$ cat src/rtl/ifetch_queue_pkg.sv
// Shared constants and types for the instruction fetch queue: state encodings,
// the JAL opcode, the queued entry layout and the J-type immediate decode.
package ifetch_queue_pkg;

  localparam int INST_W = 32;
  localparam int PC_W   = 32;

  localparam logic [6:0] JAL_TYPE = 7'b1101111;

  typedef enum logic [1:0] {
    IF_IDLE = 2'd0,
    IF_WAIT = 2'd1,
    IF_DROP = 2'd2
  } if_state_e;

  typedef struct packed {
    logic [INST_W-1:0] inst;
    logic [PC_W-1:0]   pc;
  } fetch_entry_t;

  // J-type immediate: {inst[31], inst[19:12], inst[20], inst[30:21], 0}, sign-extended
  function automatic logic signed [PC_W-1:0] jal_imm(input logic [INST_W-1:0] i);
    return {{11{i[31]}}, i[31], i[19:12], i[20], i[30:21], 1'b0};
  endfunction

endpackage

$ cat src/rtl/ifetch_queue_inst_fifo.sv
// Circular-buffer FIFO with occupancy count; storage is not reset, only the
// pointers and count are. Clear wins over push and pop.
module inst_fifo #(
  parameter int DEPTH = 8,
  parameter int WIDTH = 64
) (
  input  logic             clk,
  input  logic             rst,
  input  logic             push,
  input  logic             pop,
  input  logic             clear,
  input  logic [WIDTH-1:0] din,
  output logic [WIDTH-1:0] dout,
  output logic             empty,
  output logic             full
);

  localparam int PTR_W = (DEPTH > 1) ? $clog2(DEPTH) : 1;
  localparam logic [PTR_W-1:0] PTR_ONE  = PTR_W'(1);
  localparam logic [PTR_W:0]   CNT_ONE  = (PTR_W+1)'(1);
  localparam logic [PTR_W:0]   FULL_CNT = (PTR_W+1)'(DEPTH);

  logic [WIDTH-1:0] mem [DEPTH];
  logic [PTR_W-1:0] head;
  logic [PTR_W-1:0] tail;
  logic [PTR_W:0]   count;
  logic             do_push;
  logic             do_pop;

  assign empty   = (count == '0);
  assign full    = (count == FULL_CNT);
  assign do_push = push && !full && !clear;
  assign do_pop  = pop && !empty && !clear;
  assign dout    = mem[head];

  always_ff @(posedge clk or posedge rst) begin
    if (rst) begin
      head  <= '0;
      tail  <= '0;
      count <= '0;
    end else if (clear) begin
      head  <= '0;
      tail  <= '0;
      count <= '0;
    end else begin
      if (do_push) tail <= tail + PTR_ONE;
      if (do_pop)  head <= head + PTR_ONE;
      unique case ({do_push, do_pop})
        2'b10:   count <= count + CNT_ONE;
        2'b01:   count <= count - CNT_ONE;
        default: count <= count;
      endcase
    end
  end

  always_ff @(posedge clk) begin
    if (do_push) mem[tail] <= din;
  end

endmodule

$ cat src/rtl/ifetch_queue.sv
// Fetch stage: owns the fetch PC, keeps at most one cache request in flight,
// predecodes JAL for redirection and queues {inst, pc} pairs for the decoder.
module ifetch_queue
  import ifetch_queue_pkg::*;
#(
  parameter int          QUEUE_DEPTH = 8,
  parameter logic [31:0] RESET_PC    = 32'h0
) (
  input  logic        clk_in,
  input  logic        rst_in,
  input  logic        rdy_in,
  output logic        ic_req_valid,
  output logic [31:0] ic_req_addr,
  input  logic        ic_resp_valid,
  input  logic [31:0] ic_resp_inst,
  output logic        inst_valid,
  output logic [31:0] inst,
  output logic [31:0] inst_pc,
  input  logic        inst_ready,
  input  logic        flush_in,
  input  logic [31:0] flush_pc_in
);

  if_state_e    state;
  if_state_e    state_nx;
  logic [31:0]  fetch_pc;
  logic [31:0]  next_pc;
  logic         resp_take;
  logic         q_push;
  logic         q_pop;
  logic         q_clear;
  logic         q_empty;
  logic         q_full;
  fetch_entry_t q_din;
  fetch_entry_t q_head;

  always_ff @(posedge clk_in or posedge rst_in) begin
    if (rst_in)      state <= IF_IDLE;
    else if (rdy_in) state <= state_nx;
  end

  // A response arriving together with a flush still retires the in-flight
  // request, so WAIT returns to IDLE rather than waiting in DROP forever.
  always_comb begin
    state_nx = state;
    unique case (state)
      IF_IDLE: if (!flush_in && !q_full) state_nx = IF_WAIT;
      IF_WAIT: begin
        if (ic_resp_valid) state_nx = IF_IDLE;
        else if (flush_in) state_nx = IF_DROP;
      end
      IF_DROP: if (ic_resp_valid) state_nx = IF_IDLE;
      default: state_nx = IF_IDLE;
    endcase
  end

  always_comb begin
    ic_req_valid = (state == IF_WAIT);
  end

  always_comb begin
    next_pc = fetch_pc + 32'd4;
    if (ic_resp_inst[6:0] == JAL_TYPE) next_pc = fetch_pc + $unsigned(jal_imm(ic_resp_inst));
  end

  assign resp_take = (state == IF_WAIT) && ic_resp_valid && !flush_in;

  always_ff @(posedge clk_in or posedge rst_in) begin
    if (rst_in) begin
      fetch_pc <= RESET_PC;
    end else if (rdy_in) begin
      if (flush_in)       fetch_pc <= flush_pc_in;
      else if (resp_take) fetch_pc <= next_pc;
    end
  end

  assign ic_req_addr = fetch_pc;

  assign q_push  = rdy_in && resp_take;
  assign q_pop   = rdy_in && inst_ready && !q_empty && !flush_in;
  assign q_clear = rdy_in && flush_in;
  assign q_din   = '{inst: ic_resp_inst, pc: fetch_pc};

  inst_fifo #(
    .DEPTH (QUEUE_DEPTH),
    .WIDTH ($bits(fetch_entry_t))
  ) u_inst_fifo (
    .clk   (clk_in),
    .rst   (rst_in),
    .push  (q_push),
    .pop   (q_pop),
    .clear (q_clear),
    .din   (q_din),
    .dout  (q_head),
    .empty (q_empty),
    .full  (q_full)
  );

  assign inst_valid = !q_empty;
  assign inst       = q_head.inst;
  assign inst_pc    = q_head.pc;

endmodule

$ cat config.mk
export PLATFORM = sky130hd
export DESIGN_NAME = ifetch_queue
export DESIGN_NICKNAME = d
export VERILOG_FILES = /design/src/rtl/ifetch_queue_pkg.sv /design/src/rtl/ifetch_queue_inst_fifo.sv /design/src/rtl/ifetch_queue.sv
export SDC_FILE = /design/constraint.sdc
export NUM_CORES = 1
export LEC_CHECK = 0
export BUFFER_PORTS_ARGS = -buffer_cell sky130_fd_sc_hd__buf_2
export CAP_MARGIN = 10
export CORE_MARGIN = 2
export CORE_UTILIZATION = 35
export DETAILED_ROUTE_END_ITERATION = 16
export PLACE_DENSITY_LB_ADDON = 0.2
export SLEW_MARGIN = 15
export SYNTH_ARGS = -nofsm -noshare
export SYNTH_HDL_FRONTEND = slang
export SYNTH_SLANG_ARGS = --single-unit
$ cat constraint.sdc
create_clock -name clk_in -period 7.9 [get_ports clk_in]
set_input_delay 1.185 -clock clk_in [delete_from_list [all_inputs] [get_ports clk_in]]
set_output_delay 1.185 -clock clk_in [all_outputs]
set_load 0.01 [all_outputs]
==> results.yml <==
floorplan:
  pin_count: 168
  initial_core_util_pct: 35.3
  fp.dieH_um: 264
  rows: 95
  die_area_um2: 69700
  die_w_um: 264
  core_um2: 67000
place:
  port_buffers: 167
  gp_congestion: 0.841
  hpwl_mm: 37.1
routing:
  avgViaCountPerCell: 5.31
  antenna_left: 0
  routed_wl_mm: 59.1
  drc: 0
  via_count: 13000
  wl_per_cell_um: 24.1
  drt-initial-drc-count: 1052
  dr.pass1.iters: 5
run:
  cap_violations: 0
worst_hold_path:
  hp-class: "reg -> reg"
  whs_path_depth: 1
global_route:
  grt_antenna_before_repair: 5
  first_global_vias: 13300
  grt_pass1_wl_mm: 87.4
  use_met2_pct: 27.3
  grt_overflow_total: 0
  grt_usage_pct: 16.9
  grt_max_degree: 79
  grt_busiest_layer: "met2"
  met1_usage_pct: 23.3
  use_met3_pct: 3.66
yosys:
  synthFlopType: "edfxtp_1"
  yosys_register_bits: 556
  syn_nets: 1436
  synth_area_um2: 23700
  yosys.cell_types.count: 68
  avgSynthCellArea_um2: 17.8
  synth-seq-area-share_pct: 69.6
  syn_inst: 1329
  synth-edff-count: 512
  synth_warnings: 0
  synthArstFlopShare_pct: 7.91
setup_path:
  worst_path_max_delay_cell: "nor2_4"
  crit_path_start: "flush_in"
  endpoint: "u_inst_fifo.mem[7][37]$_DFFE_PP_"
  cp_max_fo: 42
  endpoint_kind: "register"
  reg2reg_from: "state[1]$_DFFE_PP0P_"
  required_ns: 8.14
  crit_arrival_ns: 4.58
  critPathKind: "in -> reg"
  max_stage_delay_ns: 0.93
  cp_cell_sequence: "buf_2 > buf_4 > clkinv_1 > nand2_1 > nor2_1 > nand2_1 > nor2_4 > buf_4"
  reg2reg_to: "u_inst_fifo.mem[7][37]$_DFFE_PP_"
  reg2reg_depth: 6
  rrSetupSlack_ns: 4.30
  start_kind: "primary input"
timing:
  relSlewSlack_pct: 25.6
  rsz0062_at_grt: "no"
  finalHoldViolations: 0
  max_freq_mhz: 231
  period_needed_ns: 4.33
  tightest_slew_ns: 1.11
  finalSetupTns_ns: 0
  setup_viol: 0
  slew_viol_final: 0
  fin_crit_sh_pct: 54.9
  finClkSkew_ns: 0.0198
cts:
  clk_pin_slew_ns: 0.06
  clock_latency_ns: 0.62
  hold_buffers: 0
  cts_htree_levels: 2
  cts_setup_buffers: 0
  clock_path_buffers: 3
  numCtsBuffers: 61
  cts_tree: "done"
  ctsResizeCount: 0
  cts-root-buf: "clkbuf_16"
  clock-sinks: 556
cells_and_area:
  final_cell_mix: "512 x edfxtp_1, 167 x buf_2, 128 x mux4_2, 64 x mux2_2, 62 x nand2_1"
  final_util_pct: 41.2
  finalNetCount: 1633
  syn_to_final_growth_pct: 16.7
  final_common_cell: "edfxtp_1"
  layout-drive-gt1-share_pct: 31.9
power:
  power_leakage_uw: 0.00915
  ir_drop_mv: 0.249
  power_density_nw_per_um2: 306
  power_uw: 8460
run_status:
  status: "finished clean"
## kinds of logic (layout without fill, tap and decap cells)
| family | Yosys count | in the layout | share of synthesized area, % |
|---|---|---|---|
| compound gates | 201 | 201 | 5.42 |
| xor+xnor | 42 | 42 | 1.55 |
| fa+ha+maj | 37 | 37 | 2.02 |
| buf+inv | 75 | 323 | 1.30 |
| flops | 556 | 556 | 69.6 |
| mux | 195 | 195 | 15.4 |
| other cells | 0 | 1 | 0 |
| simple gates | 223 | 223 | 4.75 |
## cell type report
class                      count  area (um^2)
fill                        6071        39400
sequential                   556        16500
multi-input combinational    698         6940
clock buffer                  75         1620
tap                          873         1090
timing repair buffer         195         1060
clock inverter                39          372
inverter                      14         52.6
antenna                        1         2.50
## worst min-delay path by stage
stage	from	endpoint
floorplan	u_inst_fifo.count[3]$_DFFE_PP0P_	u_inst_fifo.count[3]$_DFFE_PP0P_
global placement	state[0]$_DFFE_PP0P_	state[0]$_DFFE_PP0P_
detailed placement	u_inst_fifo.count[3]$_DFFE_PP0P_	u_inst_fifo.count[3]$_DFFE_PP0P_
CTS	u_inst_fifo.count[3]$_DFFE_PP0P_	u_inst_fifo.count[3]$_DFFE_PP0P_
global route	u_inst_fifo.count[3]$_DFFE_PP0P_	u_inst_fifo.count[3]$_DFFE_PP0P_
finish	u_inst_fifo.count[3]$_DFFE_PP0P_	u_inst_fifo.count[3]$_DFFE_PP0P_
## state kept, by name (all words and copies together) (netlist names)
| register | flops |
|---|---|
| ic_req_addr | 32 |
| u_inst_fifo.head | 3 |
| u_inst_fifo.tail | 3 |
| u_inst_fifo.mem | 512 |
| u_inst_fifo.count | 4 |
| state | 2 |
## power by group
part	switching, uW	total (uW)	internal (uW)	leakage [uW]
clock network	1140	2810	1670	0.000974
logic	1030	1950	917	0.00302
registers	279	3700	3420	0.00516
total	2450	8460	6010	0.00915
## Yosys cell counts, types with 4 or more instances
master      n  area share (%)
a211oi_1   12            0.38
a21o_1      9            0.29
a21oi_1    57             1.2
a31oi_1    11            0.29
and3_1     11            0.29
buf_1       7            0.11
buf_2       8            0.17
clkbuf_1   44            0.70
dfrtp_1    44             4.7
edfxtp_1  512              65
ha_1       35             1.9
inv_1      12            0.19
mux2_2     64             3.0
mux4_2    128              12
nand2_1    62            0.98
nand2b_1    4            0.11
nand3_1    30            0.63
nand4_1    13            0.34
nor2_1     50            0.79
nor2b_1     7            0.19
nor3_1     13            0.27
nor3b_1     5            0.16
o211ai_1    7            0.22
o21a_1      5            0.16
o21ai_0    38            0.80
o21ai_1    17            0.36
o21bai_1    6            0.19
o221ai_1    5            0.19
o31ai_1     4            0.13
or3_1       8            0.21
xnor2_1    25            0.93
xor2_1     17            0.63
## per-layer routing
| layer | share of wire [%] | vias to the layer above | routed length, um |
|---|---|---|---|
| li1 | - | 5822 | - |
| met2 | 48 | 342 | 28500 |
| met4 | 1.9 | 8 | 1120 |
| met5 | 0.069 | - | 41 |
| met1 | 44 | 6749 | 26000 |
| met3 | 5.8 | 83 | 3420 |
## critical path: cells and delay by family
kind          cells  cell delay (ns)
simple gates      4             1.93
buf+inv           4             1.38
## metrics by stage
step | worst slack, ns | instances | hold WS (ns) | instance area [um^2]
2_1_floorplan | 0.430 | 1329 | 0.458 | 23700
3_3_place_gp | 3.05 | 2336 | 0.498 | 25600
3_5_place_dp | 2.96 | 2336 | 0.487 | 25600
4_1_cts | 3.48 | 2450 | 0.498 | 27600
5_1_grt | 3.26 | 2451 | 0.533 | 27600
6_report | 3.57 | 2451 | 0.500 | 27600
Note: power is estimated with default switching activity, not from simulation.
